## config.mk

```make
export PLATFORM = sky130hd
export DESIGN_NAME = branch_resolver
export DESIGN_NICKNAME = d
export VERILOG_FILES = /design/src/rtl/branch_resolver.sv
export SDC_FILE = /design/constraint.sdc
export NUM_CORES = 1
export LEC_CHECK = 0
export CAP_MARGIN = 20
export CORE_MARGIN = 4
export CORE_UTILIZATION = 39
export CTS_CLUSTER_DIAMETER = 100
export DETAILED_ROUTE_END_ITERATION = 7
export PLACE_DENSITY = 0.66
export RECOVER_POWER = 25
export SYNTH_ARGS = -nofsm -noshare
export SYNTH_HDL_FRONTEND = slang
export SYNTH_SLANG_ARGS = --single-unit
```

## constraint.sdc

```tcl
create_clock -name clk -period 4 [get_ports clk]
set_clock_uncertainty 0.15 [all_clocks]
set_input_delay 0.8 -clock clk [delete_from_list [all_inputs] [get_ports clk]]
set_output_delay 0.8 -clock clk [all_outputs]
set_load 0.01 [all_outputs]
```

## src/rtl/branch_resolver.sv

```systemverilog
// End-of-execute branch/jump resolver with registered redirect and a bimodal BHT.
// Fetch reads the BHT combinationally; execute updates it for resolved conditional branches.
module branch_resolver #(
    parameter int         XLEN     = 32,
    parameter int         DEPTH    = 16,
    parameter logic [1:0] CTR_INIT = 2'b01
) (
    input  logic            clk,
    input  logic            rst,
    input  logic            en,
    input  logic            flush,
    input  logic [14:0]     op_data,
    input  logic [2:0]      func3,
    input  logic [XLEN-1:0] r1,
    input  logic [XLEN-1:0] r2,
    input  logic [XLEN-1:0] imm,
    input  logic [XLEN-1:0] PC,
    input  logic            pred_in,
    input  logic [XLEN-1:0] fetch_pc,
    output logic            pred_taken,
    output logic            load,
    output logic [XLEN-1:0] PC_out,
    output logic            EQ,
    output logic            NE,
    output logic            LT,
    output logic            GE,
    output logic            misalign
);

    localparam int IDXW = $clog2(DEPTH);

    logic [1:0]      bht [DEPTH];
    logic [IDXW-1:0] fetch_idx;
    logic [IDXW-1:0] exec_idx;

    logic            is_jump;
    logic            is_jalr;
    logic            is_branch;
    logic            act;

    logic [XLEN-1:0] seq_pc;
    logic [XLEN-1:0] br_tgt;
    logic [XLEN-1:0] jalr_sum;
    logic [XLEN-1:0] jmp_tgt;

    logic            cmp_eq;
    logic            cmp_lt_s;
    logic            cmp_lt_u;

    logic            cond_valid;
    logic            cond;
    logic            f_eq;
    logic            f_ne;
    logic            f_lt;
    logic            f_ge;

    logic            nxt_load;
    logic [XLEN-1:0] nxt_pc;
    logic            nxt_eq;
    logic            nxt_ne;
    logic            nxt_lt;
    logic            nxt_ge;
    logic            nxt_mis;
    logic            bht_upd;
    logic [1:0]      ctr_cur;
    logic [1:0]      ctr_next;

    assign fetch_idx  = fetch_pc[IDXW+1:2];
    assign exec_idx   = PC[IDXW+1:2];
    // Prediction shows the stored counter only; a same-cycle update is not bypassed.
    assign pred_taken = bht[fetch_idx][1];

    assign is_jump   = op_data[5];
    assign is_jalr   = op_data[5] & op_data[1];
    assign is_branch = op_data[4];
    assign act       = en & ~flush & (is_jump | is_branch);

    assign seq_pc   = PC + XLEN'(4);
    assign br_tgt   = PC + imm;
    assign jalr_sum = r1 + imm;
    assign jmp_tgt  = is_jalr ? {jalr_sum[XLEN-1:1], 1'b0} : br_tgt;

    assign cmp_eq   = (r1 == r2);
    assign cmp_lt_s = ($signed(r1) < $signed(r2));
    assign cmp_lt_u = (r1 < r2);

    always_comb begin
        cond_valid = 1'b0;
        cond       = 1'b0;
        f_eq       = 1'b0;
        f_ne       = 1'b0;
        f_lt       = 1'b0;
        f_ge       = 1'b0;
        case (func3)
            3'b000: begin
                cond_valid = 1'b1;
                cond       = cmp_eq;
                f_eq       = cmp_eq;
            end
            3'b001: begin
                cond_valid = 1'b1;
                cond       = ~cmp_eq;
                f_ne       = ~cmp_eq;
            end
            3'b100: begin
                cond_valid = 1'b1;
                cond       = cmp_lt_s;
                f_lt       = cmp_lt_s;
            end
            3'b101: begin
                cond_valid = 1'b1;
                cond       = ~cmp_lt_s;
                f_ge       = ~cmp_lt_s;
            end
            3'b110: begin
                cond_valid = 1'b1;
                cond       = cmp_lt_u;
                f_lt       = cmp_lt_u;
            end
            3'b111: begin
                cond_valid = 1'b1;
                cond       = ~cmp_lt_u;
                f_ge       = ~cmp_lt_u;
            end
            default: ;
        endcase
    end

    always_comb begin
        nxt_load = 1'b0;
        nxt_pc   = PC_out;
        nxt_eq   = 1'b0;
        nxt_ne   = 1'b0;
        nxt_lt   = 1'b0;
        nxt_ge   = 1'b0;
        nxt_mis  = 1'b0;
        bht_upd  = 1'b0;
        if (act) begin
            if (is_jump) begin
                nxt_pc   = jmp_tgt;
                nxt_mis  = |jmp_tgt[1:0];
                nxt_load = ~(|jmp_tgt[1:0]);
            end else if (cond_valid) begin
                nxt_pc   = cond ? br_tgt : seq_pc;
                nxt_mis  = cond & (|br_tgt[1:0]);
                nxt_load = (cond ^ pred_in) & ~(cond & (|br_tgt[1:0]));
                nxt_eq   = f_eq;
                nxt_ne   = f_ne;
                nxt_lt   = f_lt;
                nxt_ge   = f_ge;
                bht_upd  = 1'b1;
            end else begin
                // Reserved conditions resolve not-taken: redirect only if fetch guessed taken.
                nxt_pc   = seq_pc;
                nxt_load = pred_in;
            end
        end
    end

    always_comb begin
        ctr_cur  = bht[exec_idx];
        ctr_next = ctr_cur;
        if (cond) begin
            if (ctr_cur != 2'b11) ctr_next = ctr_cur + 2'd1;
        end else begin
            if (ctr_cur != 2'b00) ctr_next = ctr_cur - 2'd1;
        end
    end

    always_ff @(posedge clk or negedge rst) begin
        if (!rst) begin
            load     <= 1'b0;
            PC_out   <= '0;
            EQ       <= 1'b0;
            NE       <= 1'b0;
            LT       <= 1'b0;
            GE       <= 1'b0;
            misalign <= 1'b0;
        end else begin
            load     <= nxt_load;
            PC_out   <= nxt_pc;
            EQ       <= nxt_eq;
            NE       <= nxt_ne;
            LT       <= nxt_lt;
            GE       <= nxt_ge;
            misalign <= nxt_mis;
        end
    end

    always_ff @(posedge clk or negedge rst) begin
        if (!rst) begin
            for (int i = 0; i < DEPTH; i++) bht[i] <= CTR_INIT;
        end else if (bht_upd) begin
            bht[exec_idx] <= ctr_next;
        end
    end

    logic unused_bits;
    assign unused_bits = ^{op_data[14:6], op_data[3:2], op_data[0],
                           fetch_pc[XLEN-1:IDXW+2], fetch_pc[1:0], jalr_sum[0]};

endmodule

```

==> flow_summary.ini, run 1 <==
[status]
status = finished, final reports clean

[synth]
synth_nets = 1291
synth_edf_count = 0
syn_area_um2 = 8550
synth-simple-area-share = 0.185
ys_seq_elements = 70
synthAdderAreaFrac = 0.149
ys_top_cells_by_area = dfrtp_1 16%, ha_1 14%, dfstp_2 4.9%
synthArstFlopShare = 1.00
synth_top_family_by_area = compound AO/OA/AOI/OAI gates
synth_warnings = 0
synth_cells = 1009
ys_seq_area_frac = 0.207
synth-compound-area-share = 0.219
ys.flop_type = dfrtp_1
synth_cell_types = 90
synth_top_area_cell = dfrtp_1
synthMuxAreaShare = 0.115
synth-xor-area-share = 0.0788
syn_avg_cell_area_um2 = 8.48
synth_top_area_share = 0.158

[routing]
via_per_inst = 5.55
vias = 8767
drc = 0
wl_per_cell_um = 18.2
first_pass_iters = 5
detail-route-antenna-nets = 0
drt-total-wl_mm = 28.8
drt_iter0_markers = 570

[clocking]
clockBufferDepth = 2
cts.clk_slew.worst_paths_ps = 60
insertion_delay_ps = 340
cts-buffers-inserted = 9
htreeDepth = 3
cts_tree = done
cts-root-buf = clkbuf_16
numClockSinks = 70

[global_route]
grt_max_degree = 47
grt_pass1_wl_mm = 44.8
antenna_found_initial = 0
grt_pass1_vias = 8561
grt_overflow = 0
globalRouteTotalUtil = 0.231

[critical_path]
max_stage_delay_ps = 640
worst_setup_path_end_kind = primary output
path_class = primary input to primary output
cp_data_required_time_ps = 3050
reg2reg_slack_ps = 1590
crit_family = buffers and inverters
critPathBufInv = 2
crit_chain = clkdlybuf4s50_1 > mux4_2 > mux4_2 > clkdlybuf4s50_1
startpoint_type = primary input
cp_max_fo = 4
slowest_stage = clkdlybuf4s50_1
arrival_ps = 2950

[sta]
slew-limit-headroom = 0.0411
rsz0062_at_grt = false
setup_viol = 0
worstMarginPinSlew_ps = 1440
fin_setup_tns_ps = 0
final-hold-violation-count = 0
fmax_mhz = 256
min_period_ps = 3900
final_max_slew_viol_count = 0
post-route-period-util = 0.976

[die]
chipHeight_um = 156
die_width_um = 156
num_rows = 53
core_um2 = 21300
die_area_um2 = 24400
ioPinCount = 222
start_util = 0.402

[placement]
hpwlAfterDp_mm = 24.3
port_buffers = 181
globalplace.congestion = 0.919

[hold_path]
worst_hold_path_type = flip-flop to flip-flop

[power_and_ir_drop]
power.leakage_nw = 5.27
max-vdd-ir-drop_uv = 200
power_mw = 3.18
p_per_area_nw_per_um2 = 268

[run]
max_cap_violations = 0

[cells_and_area]
syn2layout_area_growth_pct = 38.6
final_cell_mix = 180 x clkdlybuf4s50_1, 129 x buf_4, 101 x nand2_1
antennaDiodeCount = 0
layout_commonest_cell = clkdlybuf4s50_1
final_nets = 1583
nFillCells = 1940
drive_gt1_frac = 0.189
==> synth_stat cells, types with 5 or more instances <==
cell type and instances:
nor3_1 23, and2_1 10, xor2_1 30, o21a_1 13
nor2b_1 9, o31ai_1 7, o21bai_1 10, o21ai_0 52
nand2b_1 12, a21oi_1 63, dfstp_2 16, nand2_1 101
o211ai_1 18, nor2_1 74, clkbuf_1 19, dfrtp_1 54
ha_1 97, buf_2 6, inv_1 64, nand3_1 30
mux4_2 15, xnor2_1 47, and3_1 10, a22oi_1 5
mux2i_1 21, a221o_1 5, nand4_1 17, a21o_1 17
a211oi_1 11, and4_1 6, a31oi_1 15, mux2_2 36
==> tightest hold or removal path, stage by stage (launching register included) <==
cell and delay [ps]:
dfrtp_1 340, nand2_1 50, o21ai_0 60
==> metal layers <==
metal  GRT usage  share of wire
met5           0              0
met2       0.382           0.46
met3      0.0297          0.069
met1       0.320           0.45
met4      0.0603          0.020
==> path summary, 6_finish.rpt <==
| kind | depth (start not counted) | from | end |
|---|---|---|---|
| setup reg to reg | 4 | bht[27] | bht[1] |
| min in group asynchronous | 1 | rst | PC_out[1] |
| setup / recovery | 4 | fetch_pc[2] | pred_taken |
| hold reg to reg | 2 | PC_out[3] | PC_out[3] |
| hold / removal | 2 | PC_out[3] | PC_out[3] |
| max in group asynchronous | 2 | rst | PC_out[10] |
==> flip-flops by register name, indices dropped and copies added (netlist names) <==
register,count
LT,1
bht,32
load,1
NE,1
EQ,1
GE,1
misalign,1
PC_out,32
==> metrics by stage <==
step	setup WS, ps	area (um^2)	std cells	hold slack (ps)	util
floorplan	671	8550	1009	341	-
global placement	-180	11600	1565	313	0.543
detailed placement	-213	11600	1565	319	0.543
CTS	63.2	11800	1581	332	0.557
global route	14.9	11900	1581	351	0.557
finish	95.1	11900	1581	328	0.557
==> layout make-up <==
class	count	area (um^2)	share of cell area
Multi-Input combinational cell	844	6420	0.541
Timing Repair Buffer	312	2800	0.236
Clock buffer	10	239	0.0202
Inverter	64	240	0.0203
Sequential cell	70	1770	0.149
Clock inverter	6	45.0	0.00380
Tap cell	275	344	0.0290
==> power breakdown <==
group          internal [mW]  switching, mW
logic                  0.781          0.751
clock network          0.440          0.335
registers              0.809         0.0627
total                   2.03           1.15
==> cell families (layout without fill, tap and decap cells) <==
| logic type | Yosys count | count (layout) |
|---|---|---|
| AO/OA/AOI/OAI | 273 | 273 |
| AND/OR/NAND/NOR | 319 | 319 |
| multiplexers | 74 | 74 |
| flip-flops | 70 | 70 |
| adder cells (fa/ha/maj) | 101 | 101 |
| XOR/XNOR | 77 | 77 |
| buffers and inverters | 95 | 392 |
==> repair_timing <==
action                     4_1_cts  5_1_grt
gates resized for setup          0        6
setup buffers                    0        0
hold buffers                     0        0
setup endpoints to repair        0        8
No activity file was read; power rests on OpenSTA's default activity.
==> inputs of run 2 (changes only) <==
CORE_MARGIN = 10   (was 4)
==> run 2 against run 1 <==
Net effect: the flow now finishes with violations (capacitance limit, slew limit); critical path depth is 10 higher; sequential power grew 0.7%; final cell count grew 0.70%; flip-flop and latch count is the same; critical path type is now primary input to flip-flop; critical endpoint is now PC_out[21]; largest power group unchanged; highest routed layer unchanged.
==> flow_summary.ini, run 2 (synthesis results as in run 1) <==
[global_route]
grt_busiest_layer = met2
grt_overflow = 0
grt_pass1_wl_mm = 47.1
grt_use_met3 = 0.0319
globalRouteTotalUtil = 0.204
antenna_found_initial = 2
use_met1 = 0.273
use_met2 = 0.332
grt_pass1_vias = 8671
grt_max_degree = 71

[clocking]
cts_tree = done
htreeDepth = 3
cts.repair.resized = 0
cts-buffers-inserted = 9
holdBufCountCts = 0
clockBufferDepth = 2
cts_setup_buffers = 0
insertion_delay_ps = 350
numClockSinks = 70
cts-root-buf = clkbuf_16
cts.clk_slew.worst_paths_ps = 70

[routing]
vias = 8821
via_per_inst = 5.54
detail-route-antenna-nets = 0
drc = 0
wl_per_cell_um = 18.8
first_pass_iters = 5
drt_iter0_markers = 691
drt-total-wl_mm = 30.0

[sta]
rsz0062_at_grt = false
final_max_slew_viol_count = 71
slew-limit-headroom = -0.215
final-hold-violation-count = 0
fmax_mhz = 260
setup_viol = 0
worstMarginPinSlew_ps = 1820
min_period_ps = 3850
post-route-period-util = 0.962
fin_setup_tns_ps = 0

[status]
status = complete, but fails checks
violations = capacitance limit, slew limit

[die]
num_rows = 54
die_area_um2 = 28300
die_width_um = 168
ioPinCount = 222
start_util = 0.394
core_um2 = 21700
chipHeight_um = 168

[hold_path]
worst_hold_path_type = flip-flop to flip-flop
hp-start = PC_out[2]
hold_end = PC_out[2]
hold_depth = 2

[cells_and_area]
syn2layout_area_growth_pct = 39.9
drive_gt1_frac = 0.192
reg_top3 = PC_out x32, bht x32
final_util = 0.552
final_cell_mix = 179 x clkdlybuf4s50_1, 132 x buf_4, 101 x nand2_1
layout_commonest_cell = clkdlybuf4s50_1
fin_cells = 1592
final_nets = 1587

[critical_path]
regToRegEndpoint = bht[24]
path_class = primary input to flip-flop
reg2reg_from = bht[25]
reg2reg_slack_ps = 1630
cp_max_fo = 6
startpoint_type = primary input
worst_setup_path_end_kind = flip-flop
worst-r2r-cell-count = 4
arrival_ps = 3930
cp_data_required_time_ps = 4080

[placement]
port_buffers = 181
hpwlAfterDp_mm = 25.2
globalplace.congestion = 0.896
dp_cells = 1574

[power_and_ir_drop]
power.leakage_nw = 5.34
p_per_area_nw_per_um2 = 278
max-vdd-ir-drop_uv = 220

[run]
max_cap_violations = 1
run 2: cell types whose count changed in the layout (fill, tap and decap cells not counted), sizes merged:
cell           change
diode              +2
clkinvlp           -3
clkdlybuf4s50      -1
dlymetal6s2s       +1
bufinv             +2
clkinv             +1
buf                +5
inv                +1
clkbuf             -2
run 2: power by group:
part	internal (mW)	switching, mW
logic	0.783	0.754
clock network	0.555	0.352
registers	0.809	0.0686
run 2: worst max path at each step:
stage               slack, ps   startpoint         end  cells past startpoint
finish                    150       r2[19]  PC_out[21]                     14
global route               10       r2[31]     bht[10]                     13
CTS                        80  fetch_pc[2]  pred_taken                      4
detailed placement       -240       r2[31]  PC_out[13]                     14
global placement         -180       imm[0]  PC_out[26]                     12
floorplan                 670        r1[1]  PC_out[18]                     11
run 2: area by class of cell:
cell class | count | area [um^2]
diodes | 2 | 5.00
clock buffers | 9 | 225
clock inverters | 7 | 104
fillers | 1996 | 9720
inverters | 64 | 240
multi-input cells | 844 | 6420
flip-flops and latches | 70 | 1770
well taps | 280 | 350
repair buffers | 316 | 2850
run 2: worst max-delay path, cell delays in order:
cell and delay (ps):
clkdlybuf4s50_1 460, inv_1 40, ha_1 300, nand4_1 200, buf_4 210, nor4_4 380
nand3_2 150, xor2_1 170, nand2b_4 160, and4_4 290, nand2_1 250, buf_4 250
o221ai_1 170, o21ai_0 110
run 2: metrics by stage:
| stage | area, um^2 | total power, mW | hold slack (ps) | setup slack, ps |
|---|---|---|---|---|
| 2_1_floorplan | 8550 | 1.68 | 341 | 671 |
| 3_3_place_gp | 11600 | 2.39 | 311 | -184 |
| 3_5_place_dp | 11600 | 2.41 | 320 | -236 |
| 4_1_cts | 11900 | 3.32 | 335 | 79.4 |
| 5_1_grt | 12000 | 3.50 | 366 | 9.76 |
| 6_report | 12000 | 3.32 | 335 | 150 |
run 2: layer usage:
layer / up-vias / routed length (um)
met5: - / 0
met4: 0 / 519
met3: 34 / 1780
met2: 295 / 14000
met1: 4148 / 13700
li1: 4344 / -
